## src/rtl/fc_layer_sequencer.sv

```systemverilog
// fc_layer_sequencer: runs the FC stages of the classifier head one after
// another from a single start. Each stage's level-sensitive enable is held
// through its RUN, then every enable is dropped for CLEAR_CYCLES so the stage
// returns to idle before the next one starts. It also steers the ping-pong
// activation banks so that each layer reads the previous layer's output.
// Optional feature: define FC_SEQ_WATCHDOG_EN to add the RUN watchdog and the
// sticky ERR state. Without it, err is tied low and RUN waits indefinitely.
module fc_layer_sequencer #(
   parameter int unsigned      NUM_LAYERS   = 3,
   parameter int unsigned      CLEAR_CYCLES = 2,
   parameter int unsigned      CNT_W        = 16,
   parameter logic [CNT_W-1:0] TIMEOUT      = 16'd20000
) (
   input  logic                  clk,
   input  logic                  rst,
   input  logic                  start,
   input  logic                  abort,
   input  logic [NUM_LAYERS-1:0] fc_done,
   output logic [NUM_LAYERS-1:0] fc_en,
   output logic [1:0]            layer_idx,
   output logic                  src_is_input,
   output logic                  buf_wr_sel,
   output logic                  buf_rd_sel,
   output logic                  busy,
   output logic                  done,
   output logic                  err,
   output logic [CNT_W-1:0]      last_cycles
);

   localparam int unsigned CLR_W = (CLEAR_CYCLES > 1) ? $clog2(CLEAR_CYCLES) : 1;

   if (NUM_LAYERS < 2 || NUM_LAYERS > 4) begin : g_bad_layers
      $error("fc_layer_sequencer: NUM_LAYERS must be in 2..4");
   end
   if (CLEAR_CYCLES < 1) begin : g_bad_clear
      $error("fc_layer_sequencer: CLEAR_CYCLES must be at least 1");
   end
   if (TIMEOUT == '0) begin : g_bad_timeout
      $error("fc_layer_sequencer: TIMEOUT must be nonzero");
   end

   typedef enum logic [2:0] {
      IDLE   = 3'd0,
      RUN    = 3'd1,
      CLEAR  = 3'd2,
      FINISH = 3'd3
`ifdef FC_SEQ_WATCHDOG_EN
      ,ERR   = 3'd4
`endif
   } state_t;

   state_t                  state_q, state_d;
   logic [1:0]              layer_q, layer_d;
   logic [CNT_W-1:0]        cnt_q, cnt_d, cnt_inc;
   logic [CLR_W-1:0]        clr_q, clr_d;
   logic [CNT_W-1:0]        last_q, last_d;
   logic [NUM_LAYERS-1:0]   en_q, en_d;
   logic                    busy_q, busy_d;
   logic                    src_q, src_d;
   logic                    rd_q, rd_d;
   logic                    done_q, done_d;
   logic                    err_q, err_d;

   // Next-state, counters and registered-output decode from the next state
   always_comb begin
      state_d = state_q;
      layer_d = layer_q;
      cnt_d   = cnt_q;
      clr_d   = clr_q;
      last_d  = last_q;
      cnt_inc = (&cnt_q) ? cnt_q : cnt_q + 1'b1;

      unique case (state_q)
         IDLE: begin
            if (start) begin
               state_d = RUN;
               layer_d = '0;
               cnt_d   = '0;
            end
         end
         RUN: begin
            cnt_d = cnt_inc;
            if (fc_done[layer_q]) begin
               last_d  = cnt_inc;
               clr_d   = '0;
               state_d = CLEAR;
            end
`ifdef FC_SEQ_WATCHDOG_EN
            else if (cnt_inc == TIMEOUT) begin
               state_d = ERR;
            end
`endif
         end
         CLEAR: begin
            if (clr_q == CLR_W'(CLEAR_CYCLES - 1)) begin
               if (layer_q == 2'(NUM_LAYERS - 1)) begin
                  state_d = FINISH;
               end else begin
                  layer_d = layer_q + 2'd1;
                  cnt_d   = '0;
                  state_d = RUN;
               end
            end else begin
               clr_d = clr_q + 1'b1;
            end
         end
         FINISH: state_d = IDLE;
`ifdef FC_SEQ_WATCHDOG_EN
         ERR: begin
            if (start) begin
               state_d = RUN;
               layer_d = '0;
               cnt_d   = '0;
            end
         end
`endif
         default: state_d = IDLE;
      endcase

      // abort overrides any transition above but leaves last_cycles alone
      if (abort) begin
         state_d = IDLE;
         layer_d = '0;
         last_d  = last_q;
      end

      en_d = '0;
      if (state_d == RUN) en_d[layer_d] = 1'b1;
      busy_d = (state_d == RUN) || (state_d == CLEAR);
      src_d  = (state_d == RUN) && (layer_d == 2'd0);
      rd_d   = busy_d && !layer_d[0];
      done_d = (state_d == FINISH);
`ifdef FC_SEQ_WATCHDOG_EN
      err_d  = (state_d == ERR);
`else
      err_d  = 1'b0;
`endif
   end

   // State, counters and registered outputs
   always_ff @(posedge clk) begin
      if (rst) begin
         state_q <= IDLE;
         layer_q <= '0;
         cnt_q   <= '0;
         clr_q   <= '0;
         last_q  <= '0;
         en_q    <= '0;
         busy_q  <= 1'b0;
         src_q   <= 1'b0;
         rd_q    <= 1'b0;
         done_q  <= 1'b0;
         err_q   <= 1'b0;
      end else begin
         state_q <= state_d;
         layer_q <= layer_d;
         cnt_q   <= cnt_d;
         clr_q   <= clr_d;
         last_q  <= last_d;
         en_q    <= en_d;
         busy_q  <= busy_d;
         src_q   <= src_d;
         rd_q    <= rd_d;
         done_q  <= done_d;
         err_q   <= err_d;
      end
   end

   assign fc_en        = en_q;
   assign layer_idx    = layer_q;
   assign src_is_input = src_q;
   assign buf_wr_sel   = layer_q[0];
   assign buf_rd_sel   = rd_q;
   assign busy         = busy_q;
   assign done         = done_q;
   assign last_cycles  = last_q;
`ifdef FC_SEQ_WATCHDOG_EN
   assign err          = err_q;
`else
   assign err          = 1'b0;
`endif

endmodule

```

## config.mk

```make
export PLATFORM = sky130hd
export DESIGN_NAME = fc_layer_sequencer
export DESIGN_NICKNAME = d
export VERILOG_FILES = /design/src/rtl/fc_layer_sequencer.sv
export SDC_FILE = /design/constraint.sdc
export NUM_CORES = 1
export LEC_CHECK = 0
export ABC_AREA = 1
export CAP_MARGIN = 5
export CORE_MARGIN = 2
export CORE_UTILIZATION = 54
export DETAILED_ROUTE_END_ITERATION = 8
export PLACE_DENSITY = 0.79
export SYNTH_ARGS = -nofsm -noshare
export SYNTH_HDL_FRONTEND = slang
export SYNTH_SLANG_ARGS = --single-unit
```

## constraint.sdc

```tcl
create_clock -name clk -period 2.15 [get_ports clk]
set_clock_uncertainty 0.1 [all_clocks]
set_input_delay 0.3225 -clock clk [delete_from_list [all_inputs] [get_ports clk]]
set_output_delay 0.3225 -clock clk [all_outputs]
set_load 0.1 [all_outputs]
```

==> out/qor.txt, run 1 <==
Synth Area in XOR/XNOR - 0.0225
GPL Wtd Cong - 0.866
Synth-to-Final Area Change - 17.2%
CTS Buf Count - 5
Die area - 4870 um2
Crit path arrival time - 2010 ps
Post-DP HPWL - 3810 um
Setup crit end - cnt_q[5]
Aggregate global-route resource usage - 0.216
Final Hold Viols - 0
Synth warn - 0
Drt first pass iters - 4
Total wire length - 5050 um
Die Width - 69.8 um
WL/cell - 12.5 um
Synthesized flop and latch total - 45
Final Max Tran Viols - 0
CTS clk-pin slew, worst paths - 80 ps
Clock Tree Buf Depth - 2
First-pass GRT wire length - 8610 um
Crit path time final - 1890 ps
Mapped Cells - 319
Post-CTS Resized - 0
Reg-to-reg endpoint - cnt_q[5]
Critical Setup Path Class - flip-flop to flip-flop
Complex-gate fraction of the synthesized area - 0.138
Final Power - 1.56 mW
Worst stage delay on the critical path - 340 ps
Reg-to-reg slack, setup - 260 ps
RSZ-0062 raised after global routing - no
Total clock sinks - 45
Core Footprint - 4090 um2
Total grt overflow - 0
Met1 Use GR - 0.325
Pwr/cell area - 571 nW/um2
Antenna violations before repair - 0
Chip height - 69.8 um
Maxcap violations - 0
Share of cells above drive strength 1 - 0.257
Nets - 364
N_diodes - 0
DRC - 0
Count of final setup violators - 0
Clock Tree Root - clkbuf_8
Critical path required time - 2280 ps
Grt met3 use - 0.0451
Vias in the first global route - 1,832
Largest net degree at the start of global routing - 20
Fill cells - 366
Worst reg2reg path depth - 7
Post-DP Area - 2640 um2
Crit end category - flip-flop
Most used routing layer in global routing - met1
Seq/Total Area, Yosys - 0.385
Worst-path cell chain - ha_1 -> inv_1 -> nor2_2 -> nand3_4 -> o21ai_0 -> nand2_1 -> a21oi_1
Syn Std Cell Area - 2340 um2
Post-synthesis adder-cell area fraction - 0.0161
P_leak - 1.14 nW
I/O Pins - 34
Outcome - finished, final reports clean
Worst-skew pair later-pin latency - 300 ps
Peak VDD IR - 0.268 mV
Site row count - 23
Yosys cell types - 33
Mux cell area share after synthesis - 0
Worst R2R Start - cnt_q[0]
ANT nets after route - 0
Slowest cell on crit path - dfxtp_1
CTS H-tree lvls - 2
TritonCTS clock tree - yes
Vias - 2,070
Post CTS Setup Buffer Count - 0
Final instance area - 2740 um2
Initial DRC count - 125
GRT met2 Usage - 0.317
Crit Path Max Fanout - 14
Critical Path Start - cnt_q[0]
CTS Hold Bufs - 0
Synth area leaders - dfxtp_1 (39%), nand2_1 (13%), nor2_1 (6.7%), a21oi_2 (4.9%), nand2_2 (3.7%)
Worst hold path class - flip-flop to flip-flop
Final period util - 0.877
Critical Path Source Type - flip-flop
Synth Area per Inst - 7.33 um2
Util after Layout - 0.671
Synth top area share - 0.385
Setup WS pre-CTS - 164 ps
Post-Synth Simple-Gate Area - 0.363
IO buf count - 32
Area leader, netlist - dfxtp_1
Via density - 5.12
Fin Setup TNS - 0 ps
Peak Freq - 530 MHz
Fin worst setup slack - 264 ps
Largest family of logic cells by synthesized area - simple AND/OR/NAND/NOR gates
Initial Utilization - 0.572
per-layer routing:
metal | share of wire | vias to the layer above
li1 | - | 1103
met1 | 0.52 | 911
met2 | 0.42 | 50
met3 | 0.055 | 6
met4 | 0.0091 | 0
met5 | 0 | -
state kept, by name (all words and copies together) (netlist names):
| signal | count |
|---|---|
| cnt_q | 16 |
| last_cycles | 16 |
| fc_en | 3 |
| state_q | 3 |
| layer_idx | 2 |
| buf_rd_sel | 1 |
| busy | 1 |
| clr_q | 1 |
| done | 1 |
| src_is_input | 1 |
critical path: cells and delay by family, from the launching register on:
| kind | cells | cell delay, ps |
|---|---|---|
| flops | 1 | 340 |
| compound gates | 2 | 380 |
| fa+ha+maj | 1 | 260 |
| simple gates | 3 | 630 |
| buf+inv | 1 | 90 |
logic make-up (layout without fill, tap and decap cells):
kind of cell / after synthesis / after routing
buffers and inverters: 38 / 72
adder cells (fa/ha/maj): 3 / 3
other: 1 / 2
XOR/XNOR: 6 / 6
flip-flops: 45 / 45
AO/OA/AOI/OAI: 51 / 51
AND/OR/NAND/NOR: 175 / 175
through the flow:
step / std cells / hold WS [ps]
final: 404 / 383
after global routing: 404 / 421
after CTS: 404 / 383
after detailed placement: 397 / 370
after global placement: 397 / 373
after floorplan: 320 / 302
cell usage after synthesis:
master and count:
a21oi_1 13, a21oi_2 13, buf_1 1, buf_2 1, buf_4 5, buf_6 1
clkbuf_1 3, conb_1 1, dfxtp_1 45, ha_1 3, inv_1 22, inv_2 5
nand2_1 78, nand2_2 14, nand2_4 4, nand3_1 13, nand3_2 2, nand3_4 1
nand4_1 6, nand4_4 1, nor2_1 42, nor2_2 6, nor2_4 1, nor3_1 4
nor3_2 2, nor3_4 1, o211ai_2 1, o21ai_0 17, o21ai_1 2, o21bai_1 4
o22ai_1 1, xnor2_1 2, xor2_1 4
how the worst min path moves through the flow:
stage / slack, ps / end / depth (start not counted) / startpoint
3_3_place_gp: 370 / last_cycles[4] / 2 / last_cycles[4]
2_1_floorplan: 300 / state_q[1] / 1 / abort
3_5_place_dp: 370 / last_cycles[6] / 2 / last_cycles[6]
4_1_cts: 380 / last_cycles[6] / 2 / last_cycles[6]
6_report: 380 / last_cycles[6] / 2 / last_cycles[6]
5_1_grt: 420 / last_cycles[6] / 2 / last_cycles[6]
cell type report:
cell class | count | area (um2) | area share
Clock inverter | 2 | 35.0 | 0.0128
Sequential cell | 45 | 902 | 0.329
Clock buffer | 5 | 68.8 | 0.0251
Multi-Input combinational cell | 237 | 1270 | 0.463
Inverter | 27 | 101 | 0.0370
Timing Repair Buffer | 38 | 300 | 0.110
Tap cell | 50 | 62.6 | 0.0228
where the power goes:
part           internal (mW)  switching, mW  total [mW]
combinational         0.0291         0.0791       0.108
sequential             0.839        0.00330       0.842
clock                  0.338          0.277       0.615
layout by cell type, fill, tap and decap left out, types with 2 or more instances in the layout:
| cell type | synthesis | final |
|---|---|---|
| nand2_1 | 78 | 78 |
| dfxtp_1 | 45 | 44 |
| nor2_1 | 42 | 42 |
| buf_4 | 5 | 32 |
| inv_1 | 22 | 22 |
| o21ai_0 | 17 | 17 |
| nand2_2 | 14 | 14 |
| nand3_1 | 13 | 13 |
| a21oi_1 | 13 | 13 |
| a21oi_2 | 13 | 13 |
| nor2_2 | 6 | 6 |
| nand4_1 | 6 | 6 |
| clkdlybuf4s50_1 | 0 | 6 |
| inv_2 | 5 | 5 |
| clkbuf_8 | 0 | 5 |
| nand2_4 | 4 | 4 |
| nor3_1 | 4 | 4 |
| xor2_1 | 4 | 4 |
| o21bai_1 | 4 | 4 |
| ha_1 | 3 | 3 |
| xnor2_1 | 2 | 2 |
| o21ai_1 | 2 | 2 |
| nand3_2 | 2 | 2 |
| nor3_2 | 2 | 2 |
| conb_1 | 1 | 2 |
Note: power is estimated with default switching activity, not from simulation.
==> run 2: changes to the inputs <==
Settings changed: CORE_MARGIN 2 to 10, PLACE_DENSITY 0.79 to 0.81.
==> run 2 against run 1 <==
  * Wire length up 6.7%
  * Sequential cell count did not move
  * Power is 0.16% lower
  * Count of clock-buffer cells in the layout unchanged
  * Hold slack improved by 1.8 ps
==> out/qor.txt, run 2 (synthesis gave the netlist of run 1 again) <==
Outcome - finished, final reports clean (unchanged)
Most common cell after layout, fill and taps aside - nand2_1 (unchanged)
Share of cells above drive strength 1 - 0.253 (was 0.257)
Worst stage delay on the critical path - 420 ps (was 340 ps)
Synth-to-Final Area Change - 16.6% (was 17.2%)
RSZ-0062 raised after global routing - no (unchanged)
Worst hold path class - flip-flop to flip-flop (unchanged)
Total wire length - 5390 um (was 5050 um)
Setup WS pre-CTS - 140 ps (was 164 ps)
IO buf count - 32 (unchanged)
First-pass GRT wire length - 9560 um (was 8610 um)
Site row count - 23 (unchanged)
CTS Buf Count - 5 (unchanged)
Worst reg2reg path depth - 7 (unchanged)
Antenna violations before repair - 0 (unchanged)
Peak VDD IR - 0.251 mV (was 0.268 mV)
Util after Layout - 0.667 (was 0.671)
Crit path buf inv count - 1 (unchanged)
Final Max Tran Viols - 0 (unchanged)
DRC - 0 (unchanged)
Core Footprint - 4090 um2 (unchanged)
Worst-path cell chain - ha_1 -> inv_1 -> nor2_2 -> nand3_4 -> o21ai_0 -> nand2_1 -> a21oi_1 (unchanged)
Total clock sinks - 45 (unchanged)
Worst-skew pair later-pin latency - 290 ps (was 300 ps)
Reg-to-reg slack, setup - 220 ps (was 260 ps)
Largest net degree at the start of global routing - 29 (was 20)
Clock Tree Buf Depth - 2 (unchanged)
Initial DRC count - 166 (was 125)
Vias in the first global route - 2,083 (was 1,832)
ANT nets after route - 0 (unchanged)
Crit path time final - 1930 ps (was 1890 ps)
Crit Path Max Fanout - 14 (unchanged)
CTS Hold Bufs - 0 (unchanged)
Commonest non-fill, non-tap cells in the layout - nand2_1 (78), dfxtp_1 (44), nor2_1 (42) (unchanged)
Total grt overflow - 0 (unchanged)
CTS H-tree lvls - 2 (unchanged)
WL/cell - 13.4 um (was 12.5 um)
P_leak - 1.12 nW (was 1.14 nW)
Setup crit end - cnt_q[5] (unchanged)
Peak Freq - 519 MHz (was 530 MHz)
Crit end category - flip-flop (unchanged)
Via density - 5.22 (was 5.12)
Maxcap violations - 0 (unchanged)
Post-DP HPWL - 4080 um (was 3810 um)
Slowest cell on crit path - dfxtp_1 (unchanged)
Final Hold Viols - 0 (unchanged)
Chip height - 85.8 um (was 69.8 um)
Family with the most delay on the worst path - simple AND/OR/NAND/NOR gates (unchanged)
Drt first pass iters - 4 (unchanged)
Critical Setup Path Class - flip-flop to flip-flop (unchanged)
Aggregate global-route resource usage - 0.153 (was 0.216)
CTS clk-pin slew, worst paths - 80 ps (about the same)
Critical Path Source Type - flip-flop (unchanged)
Worst R2R Start - cnt_q[1] (was cnt_q[0])
Final period util - 0.896 (was 0.877)
I/O Pins - 34 (unchanged)
Pwr/cell area - 573 nW/um2 (was 571 nW/um2)
Final Power - 1.56 mW (about the same)
Nets - 362 (was 364)
Critical path required time - 2280 ps (about the same)
Fin Setup TNS - 0 ps (unchanged)
Clock Tree Root - clkbuf_8 (unchanged)
Count of final setup violators - 0 (unchanged)
GPL Wtd Cong - 0.903 (was 0.866)
Initial Utilization - 0.572 (unchanged)
Fin worst setup slack - 223 ps (was 264 ps)
Reg-to-reg endpoint - cnt_q[5] (unchanged)
Post-CTS Resized - 0 (unchanged)
Critical Path Start - cnt_q[1] (was cnt_q[0])
TritonCTS clock tree - yes (unchanged)
N_diodes - 0 (unchanged)
Die Width - 85.8 um (was 69.8 um)
Post CTS Setup Buffer Count - 0 (unchanged)
Stages on worst setup path - 7 (unchanged)
Vias - 2,100 (was 2,070)
Crit path arrival time - 2060 ps (was 2010 ps)
Die area - 7360 um2 (was 4870 um2)
run 2: cell count changes in the layout (fill, tap and decap cells not counted):
cell / before / now
buf_4: 32 / 30
run 2: worst reg2reg max path, delay by kind of cell, from the launching register on:
family                     cells  cell delay [ps]
buffers and inverters          1               90
AOI/OAI and AO/OA              2              370
and+or+nand+nor                3              610
DFF                            1              420
adders and majority gates      1              290
run 2: worst min path at each step:
| stage | start | end | slack, ps | cells past startpoint |
|---|---|---|---|---|
| 2_1_floorplan | abort | state_q[1] | 300 | 1 |
| 3_3_place_gp | last_cycles[4] | last_cycles[4] | 380 | 2 |
| 3_5_place_dp | last_cycles[4] | last_cycles[4] | 370 | 2 |
| 4_1_cts | last_cycles[4] | last_cycles[4] | 390 | 2 |
| 5_1_grt | last_cycles[3] | last_cycles[3] | 410 | 2 |
| 6_report | last_cycles[4] | last_cycles[4] | 390 | 2 |
run 2: area by class of cell:
cell class	count	area, um2
Inverter	27	101
Sequential cell	45	902
Multi-Input combinational cell	237	1270
Clock inverter	2	35.0
Tap cell	50	62.6
Fill cell	352	1360
Clock buffer	5	68.8
Timing Repair Buffer	36	285
run 2: routing by layer:
layer	share of wire	vias up	track usage
li1	-	1085	-
met1	0.47	963	0.196
met2	0.45	46	0.244
met3	0.064	6	0.0341
met4	0.0096	0	0.0584
met5	0	-	0
run 2: power by group:
group	total [mW]	internal [mW]	switching [mW]	leakage (nW)
clock network	0.614	0.338	0.276	0.0540
registers	0.842	0.839	0.00314	0.364
logic	0.107	0.0278	0.0793	0.707
run 2: per-stage QoR:
stage	instance area (um2)	hold slack [ps]	std cells
after global routing	2730	407	402
after detailed placement	2620	374	395
after floorplan	2340	302	320
after global placement	2620	378	395
final	2730	385	402
after CTS	2730	387	402
